[config.mk]
export PLATFORM = sky130hd
export DESIGN_NAME = instr_fetch_unit_flat
export DESIGN_NICKNAME = d
export VERILOG_FILES = /design/src/rtl/instr_fetch_unit_if.sv /design/src/rtl/instr_fetch_unit.sv /design/src/flat_wrapper.sv
export SDC_FILE = /design/constraint.sdc
export NUM_CORES = 1
export LEC_CHECK = 0
export CAP_MARGIN = 0
export CORE_MARGIN = 2
export CORE_UTILIZATION = 46
export CTS_BUF_LIST = sky130_fd_sc_hd__clkbuf_4 sky130_fd_sc_hd__clkbuf_8 sky130_fd_sc_hd__clkbuf_16
export CTS_CLUSTER_DIAMETER = 30
export DETAILED_ROUTE_END_ITERATION = 16
export HOLD_SLACK_MARGIN = 0.1
export PLACE_DENSITY = 0.68
export REMOVE_ABC_BUFFERS = 1
export SLEW_MARGIN = 15
export SYNTH_ARGS = -nofsm -noshare
export SYNTH_HDL_FRONTEND = slang
export SYNTH_SLANG_ARGS = --single-unit
[constraint.sdc]
create_clock -name clk -period 9.2 [get_ports clk]
set_clock_uncertainty 0.15 [all_clocks]
set_input_delay 2.3 -clock clk [delete_from_list [all_inputs] [get_ports clk]]
set_output_delay 2.3 -clock clk [all_outputs]
set_load 0.1 [all_outputs]
[src/rtl/instr_fetch_unit_if.sv]
// Fetch-stage bus: BRAM read port plus the decode-side valid/stall/redirect/halt handshake.
// master = fetch unit, slave = decode + instruction memory.
interface instr_fetch_unit_if #(
   parameter int ADDR_W  = 32,
   parameter int INSTR_W = 32,
   parameter int IMEM_AW = 10
);
   logic               imem_en;
   logic [IMEM_AW-1:0] imem_addr;
   logic [INSTR_W-1:0] imem_dout;
   logic               stall;
   logic               redirect_valid;
   logic [ADDR_W-1:0]  redirect_pc;
   logic               halt;
   logic               instr_valid;
   logic [INSTR_W-1:0] instr;
   logic [ADDR_W-1:0]  instr_pc;
   logic [ADDR_W-1:0]  pc_plus4;

   modport master (
      output imem_en, imem_addr, instr_valid, instr, instr_pc, pc_plus4,
      input  imem_dout, stall, redirect_valid, redirect_pc, halt
   );

   modport slave (
      input  imem_en, imem_addr, instr_valid, instr, instr_pc, pc_plus4,
      output imem_dout, stall, redirect_valid, redirect_pc, halt
   );
endinterface

[src/rtl/instr_fetch_unit.sv]
// Fetch stage: owns the PC, drives the sync-read BRAM, skid-buffers one word across stalls.
// Optional FETCH_PERF_CNT_EN adds saturating fetch_count / stall_count outputs.
module instr_fetch_unit #(
   parameter int                ADDR_W   = 32,
   parameter int                INSTR_W  = 32,
   parameter int                IMEM_AW  = 10,
   parameter logic [ADDR_W-1:0] RESET_PC = '0
) (
   input  logic               clk,
   input  logic               reset,
   instr_fetch_unit_if.master bus
`ifdef FETCH_PERF_CNT_EN
   ,
   output logic [31:0]        fetch_count,
   output logic [31:0]        stall_count
`endif
);

   typedef enum logic [1:0] {IDLE, FETCH, HALTED} state_t;

   typedef struct packed {
      logic [INSTR_W-1:0] instr;
      logic [ADDR_W-1:0]  pc;
   } entry_t;

   state_t            state;
   logic [ADDR_W-1:0] pc;
   logic [ADDR_W-1:0] req_pc;
   logic              inflight;
   logic              skid_v;
   entry_t            skid;
   logic              issue;
   logic [ADDR_W-1:0] target;

   // Requests only leave while decode is accepting, so the skid can hold at most one word.
   assign issue         = (state == FETCH) && !bus.stall;
   assign target        = bus.redirect_pc & ~ADDR_W'(3);
   assign bus.imem_en   = issue;
   assign bus.imem_addr = pc[IMEM_AW+1:2];

   always_ff @(posedge clk or posedge reset) begin
      if (reset) begin
         state           <= IDLE;
         pc              <= RESET_PC;
         req_pc          <= '0;
         inflight        <= 1'b0;
         skid_v          <= 1'b0;
         skid            <= '0;
         bus.instr_valid <= 1'b0;
         bus.instr       <= '0;
         bus.instr_pc    <= '0;
         bus.pc_plus4    <= ADDR_W'(4);
      end else if (state != HALTED && bus.redirect_valid) begin
         state           <= FETCH;
         pc              <= target;
         inflight        <= 1'b0;
         skid_v          <= 1'b0;
         bus.instr_valid <= 1'b0;
      end else begin
         case (state)
            IDLE: state <= FETCH;
            FETCH: begin
               if (bus.halt) begin
                  state           <= HALTED;
                  inflight        <= 1'b0;
                  skid_v          <= 1'b0;
                  bus.instr_valid <= 1'b0;
               end else if (bus.stall) begin
                  if (inflight) begin
                     skid_v <= 1'b1;
                     skid   <= '{instr: bus.imem_dout, pc: req_pc};
                  end
                  inflight <= 1'b0;
               end else begin
                  // Skid entry is older than anything in flight, so it goes out first.
                  if (skid_v || inflight) begin
                     bus.instr_valid <= 1'b1;
                     bus.instr       <= skid_v ? skid.instr : bus.imem_dout;
                     bus.instr_pc    <= skid_v ? skid.pc : req_pc;
                     bus.pc_plus4    <= (skid_v ? skid.pc : req_pc) + ADDR_W'(4);
                  end else begin
                     bus.instr_valid <= 1'b0;
                  end
                  skid_v   <= 1'b0;
                  pc       <= pc + ADDR_W'(4);
                  req_pc   <= pc;
                  inflight <= 1'b1;
               end
            end
            default: ;
         endcase
      end
   end

`ifdef FETCH_PERF_CNT_EN
   always_ff @(posedge clk or posedge reset) begin
      if (reset) begin
         fetch_count <= '0;
         stall_count <= '0;
      end else begin
         if (bus.instr_valid && !bus.stall && fetch_count != '1)
            fetch_count <= fetch_count + 32'd1;
         if (state == FETCH && bus.stall && stall_count != '1)
            stall_count <= stall_count + 32'd1;
      end
   end
`endif

endmodule

[src/flat_wrapper.sv]
// flat-port wrapper written by rule: the top's interface ports become plain ports
module instr_fetch_unit_flat 
#(
   parameter int                ADDR_W   = 32,
   parameter int                INSTR_W  = 32,
   parameter int                IMEM_AW  = 10,
   parameter logic [ADDR_W-1:0] RESET_PC = '0
)
  (clk, reset, bus_imem_en, bus_imem_addr, bus_instr_valid, bus_instr, bus_instr_pc, bus_pc_plus4, bus_imem_dout, bus_stall, bus_redirect_valid, bus_redirect_pc, bus_halt);
  instr_fetch_unit_if #(.ADDR_W(ADDR_W), .INSTR_W(INSTR_W), .IMEM_AW(IMEM_AW)) bus_i ();
  input  logic clk;
  input  logic reset;
  output wire logic [$bits(bus_i.imem_en)-1:0] bus_imem_en;
  output wire logic [$bits(bus_i.imem_addr)-1:0] bus_imem_addr;
  output wire logic [$bits(bus_i.instr_valid)-1:0] bus_instr_valid;
  output wire logic [$bits(bus_i.instr)-1:0] bus_instr;
  output wire logic [$bits(bus_i.instr_pc)-1:0] bus_instr_pc;
  output wire logic [$bits(bus_i.pc_plus4)-1:0] bus_pc_plus4;
  input wire logic [$bits(bus_i.imem_dout)-1:0] bus_imem_dout;
  input wire logic [$bits(bus_i.stall)-1:0] bus_stall;
  input wire logic [$bits(bus_i.redirect_valid)-1:0] bus_redirect_valid;
  input wire logic [$bits(bus_i.redirect_pc)-1:0] bus_redirect_pc;
  input wire logic [$bits(bus_i.halt)-1:0] bus_halt;
  assign bus_imem_en = bus_i.imem_en;
  assign bus_imem_addr = bus_i.imem_addr;
  assign bus_instr_valid = bus_i.instr_valid;
  assign bus_instr = bus_i.instr;
  assign bus_instr_pc = bus_i.instr_pc;
  assign bus_pc_plus4 = bus_i.pc_plus4;
  assign bus_i.imem_dout = bus_imem_dout;
  assign bus_i.stall = bus_stall;
  assign bus_i.redirect_valid = bus_redirect_valid;
  assign bus_i.redirect_pc = bus_redirect_pc;
  assign bus_i.halt = bus_halt;
  instr_fetch_unit #(.ADDR_W(ADDR_W), .INSTR_W(INSTR_W), .IMEM_AW(IMEM_AW), .RESET_PC(RESET_PC)) u_core (.clk(clk), .reset(reset), .bus(bus_i));
endmodule
**Word-level counts from Yosys, hierarchy flattened**

Index checks and enable logic that the tools add are counted.

- $add $sub $neg: 2
- Equal/unequal tests: 7
- Mux-type cells: 23
- Bitwise gates (word level): 3
- Reduce and logical (&&, ||, !) cells: 14

Operators by type and width:

| cell | number |
|---|---|
| two-way mux 32 bit | 6 |
| adder 32 x 3 -> 32 bit (second input constant) | 2 |
| two-way mux 1 bit | 14 |
| AND reduction 5 bit | 2 |
| AND reduction 2 bit | 3 |
| two-way mux 2 bit | 2 |
| inequality test 2 x 1 -> 1 bit (second input constant) | 2 |
| inequality test 4 x 1 -> 1 bit (second input constant) | 1 |
| case mux 2 bit (2 select lines) | 1 |
| AND reduction 4 bit | 1 |
| inequality test 3 x 1 -> 1 bit (second input constant) | 1 |
| inequality test 3 bit (second input constant) | 1 |
| inverter 1 bit | 3 |
| AND reduction 3 bit | 1 |
| nonzero test 3 bit | 1 |
| == test 2 x 1 -> 1 bit (second input constant) | 1 |
| logical AND 1 bit | 2 |
| logical NOT 2 bit | 1 |
| inequality test 2 bit (second input constant) | 1 |
| nonzero test 2 bit | 1 |
| logical NOT 1 bit | 1 |
| logical OR 1 bit | 1 |

- Flip-flop bits (word level): 229
- Input port bits: 69
- Output and inout port bits: 108
- Logic and storage cells: 60

**Longest topological paths before layout**

- Depth after elaboration: 6
- Gate-level depth with buffers: 11
- Mapped depth without buffers: 8

**Worst setup path before layout**

Ideal clock, no wire load.

- Path kind: input -> output
- Start: input port bus_stall
- End: output port bus_imem_en
- Arrival time: 3.635 ns
- Required time: 6.750 ns
- Setup slack: 3.115 ns
- Stages on the path: 1
- Path buffers: 0
- Path through: nor2b_1

- Longest elaborated chain between the ends: 2

RTL lines:

| element | line | text |
|---|---|---|
| start: declaration | flat_wrapper.sv:20 | `input wire logic [$bits(bus_i.stall)-1:0] bus_stall;` |
| logical NOT 1 bit | instr_fetch_unit.sv:36 | `assign issue = (state == FETCH) && !bus.stall;` |
| logical AND 1 bit | instr_fetch_unit.sv:36 |  |
| end: declaration | flat_wrapper.sv:13 | `output wire logic [$bits(bus_i.imem_en)-1:0] bus_imem_en;` |

Every way passes these cells.

**Final worst setup path**

Same ends and word-level chain as after synthesis.

==> impl_metrics.env <==
export IMPL_r2r_start="u_core.skid_v"
export IMPL_hold_viol=0
export IMPL_grt_pass1_wl_um=38400
export IMPL_ios=177
export IMPL_seq_area_frac_synth_pct=52.7
export IMPL_gr_total_overflow=0
export IMPL_insertion_delay_ns=0.51
export IMPL_die_w_um=154
export IMPL_cts_path_max_buffers=3
export IMPL_regToRegEndpoint="u_core.bus.pc_plus4[20]"
export IMPL_num_rows=55
export IMPL_min_from="u_core.bus.instr[20]"
export IMPL_wl_per_cell_um=16.2
export IMPL_drv_slew=0
export IMPL_async_flop_share_pct=100
export IMPL_cts_setup_buffers=0
export IMPL_netlist_area_sq_um=10400
export IMPL_ys_warn_count=0
export IMPL_cts_resized_gates=0
export IMPL_synth_edff_count=0
export IMPL_avgSynthCellArea_sq_um=10.9
export IMPL_dr_pass1_iters=4
export IMPL_antenna_cells=0
export IMPL_root_buffer="clkbuf_16"
export IMPL_drive_gt1_share_pct=18.2
export IMPL_cts_hold_buf=0
export IMPL_synth_seq_cells=219
export IMPL_yosysTopAreaCellShare_pct=52.4
export IMPL_dieArea_sq_um=23800
export IMPL_grt_pass1_vias=7499
export IMPL_htree_levels=2
export IMPL_ant_nets=0
export IMPL_synth_ff_type="dfrtp_1"
export IMPL_crit_required_ns=6.75
export IMPL_crit_arrival_ns=4.08
export IMPL_io_buffers=170
export IMPL_ys_top_cells_by_area="dfrtp_1 (52%), mux2_2 (10%), mux2i_1 (5.7%)"
export IMPL_relSlewSlack_pct=30.2
export IMPL_grt_max_degree=148
export IMPL_drt_initial_drc_count=378
export IMPL_initial_utilization_pct=46.4
export IMPL_gp_congestion=0.819
export IMPL_worstHoldPathType="reg2reg"
export IMPL_final_cell_mix="dfrtp_1 (217), clkdlybuf4s50_1 (170), nand2_1 (125)"
export IMPL_period_minus_slack_ns=6.53
export IMPL_mostFrequentLayoutCell="dfrtp_1"
export IMPL_grt_setup_unrepaired="no"
export IMPL_netlist_instances=957
export IMPL_r2r_slack_ns=5.19
export IMPL_max_freq_ghz=0.153
export IMPL_start_kind="input port"
export IMPL_fin_setup_tns_ns=0
export IMPL_min_to="u_core.bus.instr[20]"
export IMPL_syn_to_final_growth_pct=32.3
export IMPL_core_area_sq_um=22400
export IMPL_hold_depth=2
export IMPL_yosys_area_top_type="dfrtp_1"
export IMPL_cap_violations=0
export IMPL_cts_tree="yes"
export IMPL_clk_pin_slew_ns=0.04
export IMPL_reg2reg_depth=9
export IMPL_ys_types=62
export IMPL_drcViolationCount=0
export IMPL_cp_end_kind="primary output"
export IMPL_finalSetupViolCount=0
export IMPL_final_min_period_over_clock_period_pct=71.0
export IMPL_outcome="finished clean"
export IMPL_dpl_hpwl_um=15200
export IMPL_cts_num_sinks=219
export IMPL_grtUsageTotal_pct=19.7
export IMPL_crit_path_max_fanout=4
export IMPL_fin_util_pct=61.3
export IMPL_routed_via_density=5.28
export IMPL_path_class="in2out"
export IMPL_vias=7586
export IMPL_cts_buffers=45
export IMPL_worst_pin_slew_ns=1.04
export IMPL_die_h_um=154
export IMPL_nets=1187
export IMPL_antenna_found_initial=0
export IMPL_wl_um=23300
-- synth_stat cells (11+ instances only) --
cell type,number
dfrtp_1,218
xor2_1,11
nand3b_1,11
inv_1,11
mux2i_1,59
buf_2,12
nand3_1,38
nand4_1,15
clkbuf_1,27
a21oi_1,34
buf_4,18
mux2_2,96
xnor2_1,32
o21ai_0,78
nor2_1,47
nand2_1,125
nor4_1,18
-- per-layer routing --
metal  track usage, %  wire length (um)
met4             6.70               596
met3             3.87              1250
met2             31.4             10600
met1             27.3             10900
met5                0                 0
-- logic make-up after synthesis --
| family | after synthesis | synth area share, % |
|---|---|---|
| xor gates and xnor gates | 43 | 3.62 |
| AOI/OAI and AO/OA | 157 | 9.12 |
| muxes | 156 | 16.2 |
| adders and majority gates | 2 | 0.240 |
| other | 1 | 0.0360 |
| and+or+nand+nor | 300 | 14.2 |
| DFF | 219 | 52.7 |
| buffers and inverters | 79 | 3.93 |
-- layout make-up --
cell class	instances	area, sq um
clock buffer	62	1330
inverter	11	48.8
multi-input combinational	662	4540
tap	285	357
fill	1858	8670
clock inverter	20	250
sequential	219	5490
timing repair buffer	177	1750
-- stage by stage --
stage | setup slack (ns) | hold slack (ns) | std cells | cell area [sq um]
final | 2.67 | 0.323 | 1436 | 13800
after global routing | 2.55 | 0.342 | 1436 | 13800
after CTS | 2.66 | 0.327 | 1436 | 13800
after detailed placement | 2.67 | 0.318 | 1354 | 12200
after global placement | 2.70 | 0.304 | 1354 | 12200
after floorplan | 0.759 | 0.314 | 892 | 10000
-- worst max path at each step --
stage / startpoint / end / slack, ns / cells past startpoint
6_report: bus_stall / bus_imem_en / 2.67 / 3
5_1_grt: bus_stall / bus_imem_en / 2.55 / 3
4_1_cts: bus_stall / bus_imem_en / 2.66 / 3
3_5_place_dp: bus_stall / bus_imem_en / 2.67 / 3
3_3_place_gp: bus_stall / bus_imem_en / 2.70 / 3
2_1_floorplan: reset / u_core.bus.instr[0] / 0.76 / 1
-- worst max-delay path, stage by stage --
cell and delay (ns):
clkdlybuf4s50_1 0.50, nor2b_1 0.14, clkdlybuf4s50_1 1.13
-- sequential cells by signal (all words and copies together) (netlist names) --
| name | count |
|---|---|
| u_core.bus.instr | 32 |
| u_core.bus.instr_pc | 30 |
| u_core.bus.instr_valid | 1 |
| u_core.bus.pc_plus4 | 30 |
| u_core.inflight | 1 |
| u_core.pc | 30 |
| u_core.req_pc | 30 |
| u_core.skid | 62 |
| u_core.skid_v | 1 |
| u_core.state | 2 |
Power is not shown: default switching activity piles up to over one toggle a cycle in this logic, so the estimate is an artifact.
